--- config.mk ---
export PLATFORM = sky130hd
export DESIGN_NAME = uart_trx
export DESIGN_NICKNAME = d
export VERILOG_FILES = /design/src/rtl/uart_pkg.sv /design/src/rtl/uart_bit_timer.sv /design/src/rtl/uart_trx.sv
export SDC_FILE = /design/constraint.sdc
export NUM_CORES = 1
export LEC_CHECK = 0
export CAP_MARGIN = 20
export CORE_MARGIN = 5
export CORE_UTILIZATION = 57
export CTS_CLUSTER_DIAMETER = 200
export DETAILED_ROUTE_END_ITERATION = 12
export GPL_ROUTABILITY_DRIVEN = 0
export GPL_TIMING_DRIVEN = 0
export PLACE_DENSITY = 0.79
export SYNTH_ARGS = -nofsm -noshare
export SYNTH_HDL_FRONTEND = slang
export SYNTH_SLANG_ARGS = --single-unit
export TNS_END_PERCENT = 20
--- constraint.sdc ---
create_clock -name clk_50M -period 2.2 [get_ports clk_50M]
set_input_delay 0.44 -clock clk_50M [delete_from_list [all_inputs] [get_ports clk_50M]]
set_output_delay 0.44 -clock clk_50M [all_outputs]
set_load 0.02 [all_outputs]
--- src/rtl/uart_pkg.sv ---
// Shared constants and FSM encodings for the uart_trx 8N1 transceiver.
package uart_pkg;

    localparam int CLK_FREQ_DEF     = 50_000_000;
    localparam int BAUD_DEF         = 115_200;
    localparam int CLKS_PER_BIT_DEF = CLK_FREQ_DEF / BAUD_DEF;
    localparam int HALF_BIT_DEF     = CLKS_PER_BIT_DEF / 2;
    localparam int DATA_W           = 8;

    typedef enum logic [2:0] {
        TX_IDLE  = 3'd0,
        TX_START = 3'd1,
        TX_DATA  = 3'd2,
        TX_STOP  = 3'd3,
        TX_DONE  = 3'd4
    } tx_state_t;

    // RX_WAIT is only reachable when the framing-error option is built in
    typedef enum logic [2:0] {
        RX_IDLE  = 3'd0,
        RX_START = 3'd1,
        RX_DATA  = 3'd2,
        RX_STOP  = 3'd3,
        RX_WAIT  = 3'd4
    } rx_state_t;

    function automatic int cnt_width(input int n);
        return (n > 1) ? $clog2(n) : 1;
    endfunction

endpackage

--- src/rtl/uart_bit_timer.sv ---
// Bit-period counter 0..CLKS_PER_BIT-1; restart parks it at START_AT, tick on the last count.
module uart_bit_timer
    import uart_pkg::*;
#(
    parameter int CLKS_PER_BIT = CLKS_PER_BIT_DEF,
    parameter int START_AT     = 0
) (
    input  logic i_clk,
    input  logic i_rst_n,
    input  logic i_restart,
    output logic o_tick
);

    localparam int            CW     = cnt_width(CLKS_PER_BIT);
    localparam logic [CW-1:0] LAST   = CW'(CLKS_PER_BIT - 1);
    localparam logic [CW-1:0] RELOAD = CW'(START_AT);

    logic [CW-1:0] r_count;

    // bit-period counter, wraps on tick
    always_ff @(posedge i_clk or negedge i_rst_n) begin
        if (!i_rst_n) begin
            r_count <= '0;
        end else if (i_restart) begin
            r_count <= RELOAD;
        end else if (r_count == LAST) begin
            r_count <= '0;
        end else begin
            r_count <= r_count + CW'(1);
        end
    end

    assign o_tick = (r_count == LAST);

endmodule

--- src/rtl/uart_trx.sv ---
// Full-duplex 8N1 UART transmitter/receiver.
// Optional stop-bit checking with rx_frame_err output: define UART_FRAMING_ERR_EN.
module uart_trx
    import uart_pkg::*;
#(
    parameter int CLK_FREQ     = CLK_FREQ_DEF,
    parameter int BAUD         = BAUD_DEF,
    parameter int CLKS_PER_BIT = CLK_FREQ / BAUD
) (
    input  logic              clk_50M,
    input  logic              rst_n,
    input  logic              tx_en,
    input  logic [DATA_W-1:0] data,
    output logic              tx,
    output logic              tx_done,
    input  logic              rx,
    output logic [DATA_W-1:0] rx_msg,
    output logic              rx_complete
`ifdef UART_FRAMING_ERR_EN
    ,
    output logic              rx_frame_err
`endif
);

    localparam int HALF_BIT = CLKS_PER_BIT / 2;

    tx_state_t         r_tx_state, w_tx_next;
    logic [DATA_W-1:0] r_tx_shift, w_tx_shift_next;
    logic [2:0]        r_tx_idx;
    logic              r_tx, r_tx_done, w_tx_d, w_tx_done_d;
    logic              w_tx_tick, w_tx_restart;

    rx_state_t         r_rx_state, w_rx_next;
    logic              r_rx_meta, r_rx_sync;
    logic [DATA_W-1:0] r_rx_shift, r_rx_msg;
    logic [2:0]        r_rx_idx;
    logic              r_rx_complete, w_rx_complete_d;
    logic              w_rx_tick, w_rx_restart;
`ifdef UART_FRAMING_ERR_EN
    logic              r_rx_frame_err, w_rx_frame_err_d;
`endif

    assign w_tx_restart = (r_tx_state == TX_IDLE) || (r_tx_state == TX_DONE);

    uart_bit_timer #(.CLKS_PER_BIT(CLKS_PER_BIT), .START_AT(0)) u_tx_timer (
        .i_clk    (clk_50M),
        .i_rst_n  (rst_n),
        .i_restart(w_tx_restart),
        .o_tick   (w_tx_tick)
    );

    // RX timer idles half a bit ahead so its first tick lands on the start-bit midpoint
    uart_bit_timer #(.CLKS_PER_BIT(CLKS_PER_BIT), .START_AT(CLKS_PER_BIT - HALF_BIT)) u_rx_timer (
        .i_clk    (clk_50M),
        .i_rst_n  (rst_n),
        .i_restart(w_rx_restart),
        .o_tick   (w_rx_tick)
    );

    // TX state and registered line outputs
    always_ff @(posedge clk_50M or negedge rst_n) begin
        if (!rst_n) begin
            r_tx_state <= TX_IDLE;
            r_tx       <= 1'b1;
            r_tx_done  <= 1'b0;
        end else begin
            r_tx_state <= w_tx_next;
            r_tx       <= w_tx_d;
            r_tx_done  <= w_tx_done_d;
        end
    end

    // TX next-state
    always_comb begin
        w_tx_next = r_tx_state;
        case (r_tx_state)
            TX_IDLE:  if (tx_en) w_tx_next = TX_START; else w_tx_next = TX_IDLE;
            TX_START: if (w_tx_tick) w_tx_next = TX_DATA; else w_tx_next = TX_START;
            TX_DATA:  if (w_tx_tick && (r_tx_idx == 3'd7)) w_tx_next = TX_STOP; else w_tx_next = TX_DATA;
            TX_STOP:  if (w_tx_tick) w_tx_next = TX_DONE; else w_tx_next = TX_STOP;
            TX_DONE:  w_tx_next = TX_IDLE;
            default:  w_tx_next = TX_IDLE;
        endcase
    end

    // TX outputs, derived from the state being entered so the line is registered
    always_comb begin
        w_tx_d      = 1'b1;
        w_tx_done_d = 1'b0;
        case (w_tx_next)
            TX_IDLE:  w_tx_d = 1'b1;
            TX_START: w_tx_d = 1'b0;
            TX_DATA:  w_tx_d = w_tx_shift_next[0];
            TX_STOP:  w_tx_d = 1'b1;
            TX_DONE:  begin w_tx_d = 1'b1; w_tx_done_d = 1'b1; end
            default:  w_tx_d = 1'b1;
        endcase
    end

    // TX shift register next value
    always_comb begin
        w_tx_shift_next = r_tx_shift;
        if ((r_tx_state == TX_IDLE) && tx_en) begin
            w_tx_shift_next = data;
        end else if ((r_tx_state == TX_DATA) && w_tx_tick) begin
            w_tx_shift_next = {1'b0, r_tx_shift[DATA_W-1:1]};
        end else begin
            w_tx_shift_next = r_tx_shift;
        end
    end

    // TX shift register and bit index
    always_ff @(posedge clk_50M or negedge rst_n) begin
        if (!rst_n) begin
            r_tx_shift <= '0;
            r_tx_idx   <= 3'd0;
        end else begin
            r_tx_shift <= w_tx_shift_next;
            if ((r_tx_state == TX_DATA) && w_tx_tick) r_tx_idx <= r_tx_idx + 3'd1;
            else if (r_tx_state == TX_IDLE)           r_tx_idx <= 3'd0;
        end
    end

    assign tx      = r_tx;
    assign tx_done = r_tx_done;

    // rx metastability synchronizer, idles high
    always_ff @(posedge clk_50M or negedge rst_n) begin
        if (!rst_n) begin
            r_rx_meta <= 1'b1;
            r_rx_sync <= 1'b1;
        end else begin
            r_rx_meta <= rx;
            r_rx_sync <= r_rx_meta;
        end
    end

    assign w_rx_restart = (r_rx_state == RX_IDLE) || (r_rx_state == RX_WAIT);

    // RX state and registered outputs
    always_ff @(posedge clk_50M or negedge rst_n) begin
        if (!rst_n) begin
            r_rx_state     <= RX_IDLE;
            r_rx_complete  <= 1'b0;
            r_rx_msg       <= '0;
`ifdef UART_FRAMING_ERR_EN
            r_rx_frame_err <= 1'b0;
`endif
        end else begin
            r_rx_state     <= w_rx_next;
            r_rx_complete  <= w_rx_complete_d;
            if (w_rx_complete_d) r_rx_msg <= r_rx_shift;
`ifdef UART_FRAMING_ERR_EN
            r_rx_frame_err <= w_rx_frame_err_d;
`endif
        end
    end

    // RX next-state
    always_comb begin
        w_rx_next = r_rx_state;
        case (r_rx_state)
            RX_IDLE:  if (!r_rx_sync) w_rx_next = RX_START; else w_rx_next = RX_IDLE;
            RX_START: begin
                if (w_rx_tick) begin
                    if (r_rx_sync) w_rx_next = RX_IDLE; else w_rx_next = RX_DATA;
                end else begin
                    w_rx_next = RX_START;
                end
            end
            RX_DATA:  if (w_rx_tick && (r_rx_idx == 3'd7)) w_rx_next = RX_STOP; else w_rx_next = RX_DATA;
`ifdef UART_FRAMING_ERR_EN
            RX_STOP: begin
                if (w_rx_tick) begin
                    if (r_rx_sync) w_rx_next = RX_IDLE; else w_rx_next = RX_WAIT;
                end else begin
                    w_rx_next = RX_STOP;
                end
            end
            RX_WAIT:  if (r_rx_sync) w_rx_next = RX_IDLE; else w_rx_next = RX_WAIT;
`else
            RX_STOP:  if (w_rx_tick) w_rx_next = RX_IDLE; else w_rx_next = RX_STOP;
`endif
            default:  w_rx_next = RX_IDLE;
        endcase
    end

    // RX output pulses at the stop-bit midpoint
    always_comb begin
`ifdef UART_FRAMING_ERR_EN
        w_rx_complete_d  = (r_rx_state == RX_STOP) && w_rx_tick && r_rx_sync;
        w_rx_frame_err_d = (r_rx_state == RX_STOP) && w_rx_tick && !r_rx_sync;
`else
        w_rx_complete_d  = (r_rx_state == RX_STOP) && w_rx_tick;
`endif
    end

    // RX shift register (LSB first) and bit index
    always_ff @(posedge clk_50M or negedge rst_n) begin
        if (!rst_n) begin
            r_rx_shift <= '0;
            r_rx_idx   <= 3'd0;
        end else if ((r_rx_state == RX_DATA) && w_rx_tick) begin
            r_rx_shift <= {r_rx_sync, r_rx_shift[DATA_W-1:1]};
            r_rx_idx   <= r_rx_idx + 3'd1;
        end else if (r_rx_state == RX_IDLE) begin
            r_rx_idx   <= 3'd0;
        end
    end

    assign rx_msg      = r_rx_msg;
    assign rx_complete = r_rx_complete;
`ifdef UART_FRAMING_ERR_EN
    assign rx_frame_err = r_rx_frame_err;
`endif

endmodule

; After elaboration in Yosys (flattened, before gate mapping)
; Index checks and enable logic that the tools add are counted.
; Widths: inputs -> output; s select.
[word_totals]
regBits = 59
out_inout_bits = 11
word_cells = 70
[op_classes]
n_addsub = 4
n_eq_ne = 15
mux = 23
n_reduce_logical = 13
[op_table]
columns = op, count
row1 = $mux 9, 4
row2 = $pmux 3 s4, 2
row3 = $add 9x1->9 const B, 2
row4 = $eq 9x9->1 const B, 2
row5 = $mux 3, 6
row6 = $mux 8, 2
row7 = $eq 3x2->1 const B, 5
row8 = $eq 3x3->1 const B, 5
row9 = $eq 3x1->1 const B, 3
row10 = $add 3x1->3 const B, 2
row11 = $logic_and 1x1->1, 6
row12 = $logic_not 3->1, 2
row13 = $mux 2, 3
row14 = $reduce_bool 2->1, 3
row15 = $mux 1, 5
row16 = $logic_or 1x1->1, 2
row17 = $pmux 1 s2, 1

; Longest topological paths before layout
[logic_depth]
depth_word = 6
depth_mapped = 8
ltp_nobuf = 7

; By module
; Synthesis repeated with hierarchy kept, for this count alone.
[unflattened]
cells_unflattened = 225
area_unflattened_um2 = 2647.5
[by_module_without_submodules]
columns = module, instances, cells_per_inst, area_per_inst_um2, seq_area_each_um2
row1 = uart_trx, 1, 133, 1710.4, 1004.7
row2 = uart_bit_timer at u_rx_timer, 1, 46, 479.2, 225.2
row3 = uart_bit_timer at u_tx_timer, 1, 46, 457.9, 225.2

; Worst setup path after synthesis
; OpenSTA, ideal clock, no wires.
[synth_path]
path_type = reg2reg
startpoint = register u_rx_timer.r_count[2]
endpoint = register r_rx_shift[4]
setup_time_ps = 125
t_arrival_ps = 1762
required_time_ps = 2075
path_slack_ps = 313
stages_incl_launch_ff = 6
path_buffers = 1
synth_period_minus_slack_ps = 1887
path_cell_list = dfrtp_1 > or3_4 > nor3_4 > nand3b_4 > buf_6 > mux2_4
[synth_via]
elab_chain_cells = 2
[synth_rtl]
columns = item, line
row1 = from (decl), uart_bit_timer.sv:18  ; logic [CW-1:0] r_count;
row2 = from (signal assigned), uart_bit_timer.sv:29  ; r_count <= r_count + CW'(1);
row3 = $eq 9x9->1, uart_bit_timer.sv:33  ; assign o_tick = (r_count == LAST);
row4 = $logic_and 1x1->1, uart_trx.sv:203  ; end else if ((r_rx_state == RX_DATA) && w_rx_tick) begin
row5 = to (signal assigned), uart_trx.sv:204  ; r_rx_shift <= {r_rx_sync, r_rx_shift[DATA_W-1:1]};
row6 = to (decl), uart_trx.sv:35  ; logic [DATA_W-1:0] r_rx_shift, r_rx_msg;
; No other way between the ends.
; A chain may end at the register's enable or synchronous reset.

; Worst setup path after layout
[layout_path]
startpoint = register u_rx_timer.r_count[2]
endpoint = register r_rx_shift[6]
; Same word-level chain as after synthesis.

==> flow_summary.json <==
{
  "die_h_um": 77.6,
  "fin_crit_sh_pct": 93.7,
  "synth-warning-count": 0,
  "r2r_cells": 5,
  "synth.net_count": 238,
  "drt-vias-per-instance": 5.53,
  "dp.cells": 293,
  "ys_seq_elements": 58,
  "timing.hold.ws_ns": 0.0992,
  "synthFlopType": "dfrtp_1",
  "reg2reg_from": "u_rx_timer.r_count[2]",
  "gr-usage-met3_pct": 4.28,
  "core_mm2": 0.00438,
  "initial_utilization_pct": 59.4,
  "synth_cell_type_count": 43,
  "drive_above_1_share_pct": 18.7,
  "ys_seq_area_share_pct": 55.9,
  "crit_slowest_cell": "dfrtp_1",
  "ant_nets": 0,
  "top_usage_layer": "met2",
  "antenna_found_initial": 0,
  "die-area_mm2": 0.00602,
  "grt_max_degree": 34,
  "synthArstFlopShare_pct": 100,
  "path_clk_slew_ns": 0.07,
  "routed_wl_mm": 4.37,
  "crit_path_end_kind": "register",
  "cts_tree": "yes",
  "drv_slew": 0,
  "setup_viol": 0,
  "max-slew-margin-rel_pct": 53.4,
  "grt_pass1_vias": 1750,
  "finalNonFillerCells": 309,
  "vias": 1709,
  "hp-class": "in -> async",
  "period_needed_ns": 2.06,
  "max_freq_mhz": 485,
  "diodes": 0,
  "synthesis.area_mm2": 0.00260,
  "synth_edf_count": 0,
  "area_growth_pct": 18.9,
  "grtUsageMet2_pct": 25.0,
  "clk_latency_ns": 0.33,
  "maxCapViolations": 0,
  "r2r_slack_ns": 0.14,
  "crit_buf_inv": 1,
  "wl_per_cell_um": 14.1,
  "syn_inst": 218,
  "grt_usage_pct": 16.3,
  "post_cts_buffers": 0,
  "grt_setup_unrepaired": "no",
  "path_class": "reg -> reg",
  "final-seq-area_mm2": 0.00146,
  "reg2reg_to": "r_rx_shift[6]",
  "clk_path_buf_depth": 2,
  "hold_viol": 0,
  "grt.overflow.total": 0,
  "cts_buffers": 9,
  "status": "finished, final reports clean",
  "place_hpwl_mm": 3.05,
  "use_met1_pct": 21.1,
  "worst_pin_slew_ns": 0.697,
  "n_fill_cell": 323,
  "grt_pass1_wl_mm": 7.90,
  "drt_iter0_drc": 96,
  "clock_sinks": 58,
  "drc": 0,
  "ios": 23,
  "power-per-cell-area_mw_per_mm2": 675,
  "cp-start-kind": "register",
  "hold_buffers": 0,
  "peakVddDrop_mv": 0.448,
  "cp.required_ns": 2.42,
  "cp_max_fo": 10,
  "slowest_delay_ns": 0.44,
  "crit_arrival_ns": 2.28,
  "p_leak_nw": 1.43,
  "post_cts_resized": 0,
  "fin_skew_ns": 0.00649,
  "first_pass_iters": 5,
  "path_cells": "or3_4 -> nor3_4 -> nand3b_4 -> buf_6 -> mux2_4",
  "nNetsFinal": 272,
  "io_buffers": 22,
  "crit_family": "simple AND/OR/NAND/NOR gates",
  "multiInputGateArea_mm2": 0.00109,
  "die_w_um": 77.6,
  "root_buffer": "clkbuf_8",
  "avgSynthCellArea_um2": 11.9,
  "h-tree-depth": 3,
  "row_count": 24
}
## synthesized netlist by cell type (2+ instances only)
cell type | instances | area [um^2]
nand2_1 | 17 | 63.8
o21ai_0 | 16 | 80.1
and3_1 | 2 | 12.5
ha_1 | 8 | 100
a31oi_1 | 2 | 12.5
xor2_1 | 5 | 43.8
dfstp_2 | 3 | 78.8
clkbuf_1 | 6 | 22.5
a22oi_1 | 2 | 15.0
a21oi_1 | 4 | 20.0
inv_1 | 6 | 22.5
nor3_1 | 4 | 20.0
mux2i_1 | 10 | 100
dfrtp_1 | 55 | 1380
nand3_1 | 10 | 50.1
or2_2 | 2 | 12.5
xnor2_1 | 6 | 52.6
o2bb2ai_1 | 3 | 26.3
mux2_4 | 4 | 60.1
nor2_1 | 16 | 60.1
mux2_2 | 13 | 146
and4_1 | 2 | 17.5
nor4b_1 | 2 | 17.5
## how the worst max path moves through the flow
stage | start | end | depth (start not counted)
2_1_floorplan | u_rx_timer.r_count[2] | r_rx_shift[4] | 5
3_3_place_gp | rst_n | r_tx_shift[4] | 1
3_5_place_dp | tx_en | tx | 6
4_1_cts | u_rx_timer.r_count[2] | rx_msg[5] | 4
5_1_grt | u_tx_timer.r_count[1] | tx | 8
6_report | u_rx_timer.r_count[2] | r_rx_shift[6] | 5
## routing by layer
layer  part of all wire [%]  routed length, um  vias to the layer above
met3                    3.6                155                        9
li1                       -                  -                      838
met5                      0                  0                        -
met2                     48               2100                       28
met4                    1.7                 74                        0
met1                     47               2030                      834
## kinds of logic after synthesis
logic type	Yosys count	share of synthesized area [%]
simple gates	67	14.8
xor+xnor	11	3.70
compound gates	33	7.73
flops	58	55.9
buf+inv	14	2.31
fa+ha+maj	8	3.84
mux	27	11.8
## where the power goes
group	internal, W	leakage, nW	switching [W]	total [W]
combinational	0.0000257	0.598	0.0000279	0.0000536
sequential	0.00108	0.739	0.00000506	0.00108
clock	0.000520	0.0954	0.000435	0.000954
## sequential cells by signal, summed over array words and instances (netlist names), 2 cells and up
register,flops
rx_msg,8
u_rx_timer.r_count,9
r_rx_state,2
r_rx_idx,3
u_tx_timer.r_count,9
r_rx_shift,8
r_tx_idx,3
r_tx_state,3
r_tx_shift,8
## layout by cell type, fill, tap and decap left out, types with 6 or more instances in the layout
| cell type | count |
|---|---|
| clkbuf_8 | 9 |
| inv_1 | 6 |
| nand3_1 | 10 |
| mux2_2 | 13 |
| dfrtp_1 | 55 |
| nand2_1 | 17 |
| clkbuf_1 | 6 |
| ha_1 | 8 |
| nor2_1 | 16 |
| o21ai_0 | 16 |
| xnor2_1 | 6 |
| mux2i_1 | 10 |
| clkdlybuf4s50_1 | 21 |
## area by class of cell
type                       instances  area share [%]
sequential                        58            47.0
multi-input combinational        146            35.2
timing repair buffer              23            7.59
clock buffer                       9            4.00
clock inverter                     7            2.22
tap                               52            2.10
buffer                             8            1.21
inverter                           6           0.727
## metrics by stage
step                      power, W  utilization, %  setup WS, ns  setup TNS, ns  area [um^2]
final                      0.00209            70.7         0.138              0         3100
after global routing       0.00217            70.7        0.0141              0         3100
after CTS                  0.00212            70.7         0.126              0         3100
after global placement     0.00115            65.9         -1.05         -59.01         2890
after detailed placement   0.00116            66.3       -0.0337        -0.0337         2910
after floorplan            0.00111               -         0.313              0         2610
No activity file was read; power rests on OpenSTA's default activity.
